===== config.mk =====
export PLATFORM = sky130hd
export DESIGN_NAME = bcd_disp_mux
export DESIGN_NICKNAME = d
export VERILOG_FILES = /design/src/rtl/bcd_disp_mux.sv
export SDC_FILE = /design/constraint.sdc
export NUM_CORES = 1
export LEC_CHECK = 0
export BUFFER_PORTS_ARGS = -buffer_cell sky130_fd_sc_hd__buf_2
export CAP_MARGIN = 10
export CORE_MARGIN = 2
export CORE_UTILIZATION = 54
export CTS_BUF_LIST = sky130_fd_sc_hd__clkbuf_8
export DETAILED_ROUTE_END_ITERATION = 8
export PLACE_DENSITY = 0.78
export SLEW_MARGIN = 20
export SYNTH_ARGS = -nofsm -noshare
export SYNTH_HDL_FRONTEND = slang
export SYNTH_SLANG_ARGS = --single-unit
export TNS_END_PERCENT = 5

===== constraint.sdc =====
create_clock -name clk -period 2 [get_ports clk]
set_input_delay 0 -clock clk [delete_from_list [all_inputs] [get_ports clk]]
set_output_delay 0 -clock clk [all_outputs]
set_load 0.05 [all_outputs]

===== src/rtl/bcd_disp_mux.sv =====
// Four-digit multiplexed BCD display driver. New data is queued in a pending
// register and swapped into the display only at a frame boundary, so no frame shows mixed data.
module bcd_disp_mux #(
   parameter int N = 18
) (
   input  logic       clk,
   input  logic       reset,
   input  logic       load,
   input  logic [3:0] bcd3,
   input  logic [3:0] bcd2,
   input  logic [3:0] bcd1,
   input  logic [3:0] bcd0,
   input  logic [3:0] dp_in,
   input  logic       lz_en,
   input  logic       lamp_test,
   output logic [3:0] an,
   output logic [7:0] sseg,
   output logic       shown_tick
);

   localparam logic [N-1:0] QStep = 1;

   logic [N-1:0]    q_reg;
   logic [1:0]      sel;
   logic            frame_end;
   logic            transfer;
   logic [3:0][3:0] pend_digit_reg;
   logic [3:0][3:0] disp_digit_reg;
   logic [3:0]      pend_dp_reg;
   logic [3:0]      disp_dp_reg;
   logic            pend_flag_reg;
   logic [3:1]      lead_zero;
   logic [3:0]      blank;
   logic [3:0]      digit;
   logic [6:0]      seg7;
   logic [3:0]      an_next;
   logic [7:0]      sseg_next;

   assign sel       = q_reg[N-1:N-2];
   assign frame_end = &q_reg;
   assign transfer  = frame_end & pend_flag_reg;

   // lead_zero[i]: digits 3..i of the displayed value are all zero
   genvar gi;
   generate
      for (gi = 1; gi < 4; gi++) begin : g_blank
         if (gi == 3) begin : g_top
            assign lead_zero[gi] = (disp_digit_reg[gi] == 4'd0);
         end else begin : g_lower
            assign lead_zero[gi] = (disp_digit_reg[gi] == 4'd0) & lead_zero[gi+1];
         end
         assign blank[gi] = lz_en & lead_zero[gi] & ~disp_dp_reg[gi];
      end
   endgenerate
   assign blank[0] = 1'b0;

   always_comb begin
      digit = disp_digit_reg[sel];
      case (digit)
         4'd0:    seg7 = 7'b1000000;
         4'd1:    seg7 = 7'b1111001;
         4'd2:    seg7 = 7'b0100100;
         4'd3:    seg7 = 7'b0110000;
         4'd4:    seg7 = 7'b0011001;
         4'd5:    seg7 = 7'b0010010;
         4'd6:    seg7 = 7'b0000010;
         4'd7:    seg7 = 7'b1111000;
         4'd8:    seg7 = 7'b0000000;
         4'd9:    seg7 = 7'b0010000;
         default: seg7 = 7'b0111111;
      endcase
      an_next   = ~(4'b0001 << sel);
      sseg_next = {~disp_dp_reg[sel], seg7};
      // Lamp test keeps the scan running but overrides blanking
      if (lamp_test) begin
         sseg_next = 8'h00;
      end else if (blank[sel]) begin
         an_next   = 4'hF;
         sseg_next = 8'hFF;
      end
   end

   always_ff @(posedge clk or negedge reset) begin
      if (!reset) begin
         q_reg          <= '0;
         pend_digit_reg <= '0;
         disp_digit_reg <= '0;
         pend_dp_reg    <= '0;
         disp_dp_reg    <= '0;
         pend_flag_reg  <= 1'b0;
         shown_tick     <= 1'b0;
         an             <= 4'hF;
         sseg           <= 8'hFF;
      end else begin
         q_reg      <= q_reg + QStep;
         shown_tick <= transfer;
         an         <= an_next;
         sseg       <= sseg_next;
         if (transfer) begin
            disp_digit_reg <= pend_digit_reg;
            disp_dp_reg    <= pend_dp_reg;
         end
         // A load on the boundary edge re-arms the flag after the old value moves out
         if (load) begin
            pend_digit_reg <= {bcd3, bcd2, bcd1, bcd0};
            pend_dp_reg    <= dp_in;
            pend_flag_reg  <= 1'b1;
         end else if (frame_end) begin
            pend_flag_reg  <= 1'b0;
         end
      end
   end

endmodule


[Word level (Yosys, flattened, before mapping)]
Memory sizes are Yosys's and may differ from the RTL's.
Index checks and enable logic that the tools add are counted.
Operators by class
  bitwise operators: 14
  order comparisons: 1
  add/subtract/negate cells: 1
  shift-type cells: 1
  multiplexer cells: 12
  reduce and logical (&&, ||, !) cells: 5
Operators by type and width (number)
  adder 18 x 1 -> 18 bit, second input constant: 1
  AND reduction 18 bit: 1
  2-to-1 mux 8 bit: 2
  logical NOT 4 bit: 3
  2-to-1 mux 4 bit: 3
  AND 1 bit: 9
  binary-select mux 4 bit (select 2 bit): 1
  binary-select mux 1 bit (select 2 bit): 2
  2-to-1 mux 1 bit: 4
  inverter 1 bit: 4
  inverter 4 bit: 1
  left shift 1 x 2 -> 4 bit, first input constant: 1
  < comparator 2 x 3 -> 1 bit, second input constant: 1
  nonzero test 2 bit: 1
Word-level totals
  output and inout bits: 13
  ROM bits: 112
  memories: 1
  flip-flop bits (word level): 72
  word-level logic and storage cells: 50
  input port bits: 25
Memories
  (no name shown): depth 16, bits a word 7, read ports 1, clocked after Yosys merged registers in 0, write ports 0, line 59  | case (digit)

[Depth between registers and ports, before layout]
  depth in word-level cells: 9
  gate-level depth with buffers: 8
  mapped depth without buffers: 6

[Worst setup path after synthesis]
Ideal clock, no wire load.
  path type: reg2reg
  start: reg q_reg[17]
  end: reg sseg[4]
  data required time: 1916 ps
  arrival time: 1802 ps
  stages on the path, launching flop included: 7
  period minus slack after synthesis: 1885 ps
  path slack: 115 ps
  buffers on the path: 1
  library setup time: 84 ps
  path through: dfrtp_1 -> buf_2 -> mux4_2 -> inv_1 -> ha_1 -> nand2_1 -> a311o_1
Between the ends
  word-level cells in the longest chain between the ends: 5
  elaborated cells between the ends (all ways): 7
  those cells by class: mux: 6; memory: 1
Ends and longest elaborated chain
  start: declaration: line 23  | logic [N-1:0] q_reg;
  start signal: assignment: line 95  | q_reg <= q_reg + QStep;
  binary-select mux 4 bit (select 2 bit): line 58  | digit = disp_digit_reg[sel];
  2-to-1 mux 4 bit (not written as such): line 58
  memory read (16 x 7 bit)
  2-to-1 mux 8 bit (*): line 77  | end else if (blank[sel]) begin
  2-to-1 mux 8 bit (*): line 75  | if (lamp_test) begin
  via sseg_next[4]: line 37  | logic [7:0] sseg_next;
  end signal: assignment: line 98  | sseg <= sseg_next;
  end: declaration: line 17  | output logic [7:0] sseg,
The timed path passes the listed nets; every way through them passes the cells marked *. The select of a mux whose other input is x is not followed.
A chain may end at the register's enable or synchronous reset.

[Final worst setup path]
Same ends and word-level chain as after synthesis.

==> run metrics <==
status=finished, final reports clean; Cell Rows=27; die area=6400 µm²; Slew Limit Fails=0; # diodes=0; Max transition margin=between 60 and 70%; initial drt markers=between 100 and 150; Final Wtd Congestion=0.868; Reg area=~1800 µm²; antenna violations before repair=0; post-synthesis register bit count=slightly above 70; CP Launch Type=flop; Final min period=about 1.8 ns; Post-synth EDFFs=0; unrepaired setup endpoints after global routing=no; Max rail drop VDD=a little under 0.6 mV; DR vias/cell=5.17; Fmax achieved=approximately 550 MHz; pwr dens=roughly 740 nW/µm²; most frequent cells in the layout=dfrtp_1, mux2_2, buf_2; TritonRoute pass-1 iters=4; DRC Markers=0; die extent in x=between 70 and 80 µm; via count of the first global-routing pass=roughly 2000; Yosys cell types=43; kind of end point of the critical path=flop; Syn Area/Cell=about 14 µm²; total congestion overflow=0; M3 GR Usage=4.64%; via count=1913; type of the worst setup path=reg2reg; io pins=38; total track usage=approximately a fifth; Seq/Total Area, Yosys=between 50 and 60%; clk slew on worst S/H paths=approximately 0.070 ns; Synth Warn #=0; Critical Path AT=~2.1 ns; total wire length=5240 µm; Layout area overhead=23.3%; grt peak-use layer=met2; Power Total=~2.8 mW; Clk Tree Root Cell=clkbuf_8; Setup TNS=0 ns; Setup Viol. Count Final=0; IO buf count=37; Max Cap Viol=0; worst clock skew=between 0.008 and 0.009 ns; met2 usage=around 28%; Hold WS=0.156 ns; leakage=~1.8 nW; Synth Net Count=around 260; first-pass GRT wire length=between 9000 and 10000 µm; Reg2Reg Depth=5; layout cell share with drive strength beyond 1=42.3%; worst min path class=in2reg; H-tree levels=3; Inserted Clock Buffers=9; Clock Latency Late Sink=approximately 0.33 ns; hpwl dp=around 3600 µm; Die Ht=around 80 µm; cell count after synthesis=between 200 and 250; CTS tree=yes; worst-margin pin slew=0.535 ns; Core Area=5540 µm²; # fillers=roughly 400; Tcrit/Tclk final=between 90% and 100%; Synth Flop Type=dfrtp_1; Mapped Area=roughly 3100 µm²; Worst EP required=~2.3 ns; Bufs on Longest Clock Path=2; Initial Utilization=between 50% and 60%; max reg flops=18; most common cell after layout, fill and taps aside=dfrtp_1; fin nets=roughly 320; clock sink count=approximately 70; M1 GR Usage=between 20% and 30%; wire length per cell=approximately 14 µm; multi-input logic area=1230 µm²; ANT nets after route=0; largest net degree at the start of global routing=between 70 and 80; final hold violation count=0; Post CTS Setup Buffer Count=0; CP Max Fanout=5; WHS Path Cells=4; Async SR Flop Fraction=100%
## logic make-up after synthesis
kind of cell	count (synthesis)	synth area share [%]
flip-flops	72	58.3
multiplexers	51	19.7
AND/OR/NAND/NOR	45	8.35
AO/OA/AOI/OAI	17	4.46
buffers and inverters	17	2.33
XOR/XNOR	16	4.50
adder cells (fa/ha/maj)	6	2.41
## metal layers
layer	vias to the layer above	part of all wire, %
met2	34	45
met1	935	50
met4	0	1.2
li1	937	-
met5	-	0
met3	7	3.4
## cell type report
class                      count  share of cell area [%]
tap                           72                    2.34
clock buffer                  11                    3.94
sequential                    72                    47.3
timing repair buffer          65                    12.0
inverter                      10                   0.977
clock inverter                 5                    1.43
multi-input combinational    135                    31.9
## cells in the mapped netlist (all sizes together), types with 2 or more instances
library cell   n  area [µm²]
nor3           3        26.3
nand3          8        45.0
xor2           7        61.3
o21ai          3        18.8
or2            2        12.5
mux2i          5        50.1
nor4           2        12.5
mux2          42         473
dfstp         12         315
or3            2        17.5
dfrtp         60        1500
clkbuf         2        7.51
o31ai          2        15.0
buf            5        27.5
nand4          4        25.0
inv           10        37.5
nor2          10        37.5
mux4           4        90.1
a211oi         2        15.0
nand2          7        26.3
and2           2        12.5
ha             6        75.1
xnor2          9        78.8
## stage by stage
stage | instances | util, % | area [µm²] | setup slack (ns)
4_1_cts | 370 | 69.3 | 3840 | 0.107
5_1_grt | 370 | 69.4 | 3840 | 0.0541
2_1_floorplan | 224 | - | 3120 | 0.115
3_5_place_dp | 332 | 61.6 | 3410 | 0.107
3_3_place_gp | 332 | 61.6 | 3410 | 0.187
6_report | 370 | 69.4 | 3840 | 0.182
## where the power goes
part	leakage [nW]	internal, mW	switching (mW)
logic	0.808	0.0914	0.0685
registers	0.896	1.50	0.0217
clock network	0.101	0.640	0.518
## path summary, 6_finish.rpt
path | startpoint | end | slack (ns)
setup / recovery | q_reg[17]$_DFF_PN0_ | sseg[4]$_DFF_PN1_ | 0.18
hold / removal | lz_en | an[3]$_DFF_PN1_ | 0.16
setup reg to reg | q_reg[17]$_DFF_PN0_ | sseg[4]$_DFF_PN1_ | 0.18
hold reg to reg | q_reg[0]$_DFF_PN0_ | q_reg[0]$_DFF_PN0_ | 0.48
max in group asynchronous | reset | sseg[6]$_DFF_PN1_ | 1.46
min in group asynchronous | reset | q_reg[2]$_DFF_PN0_ | 0.21
## critical path, stage by stage (launching register included)
cell and delay, ns:
dfrtp_2 0.44, mux4_2 0.58, inv_1 0.13, ha_1 0.18, nand2_1 0.06, a311o_1 0.35
## what timing repair did
item,CTS,global route
endpoints found under the hold margin,95,0
setup endpoints to repair,0,1
resized for setup,0,1
hold buffers,22,0
No activity file was read; power rests on OpenSTA's default activity.
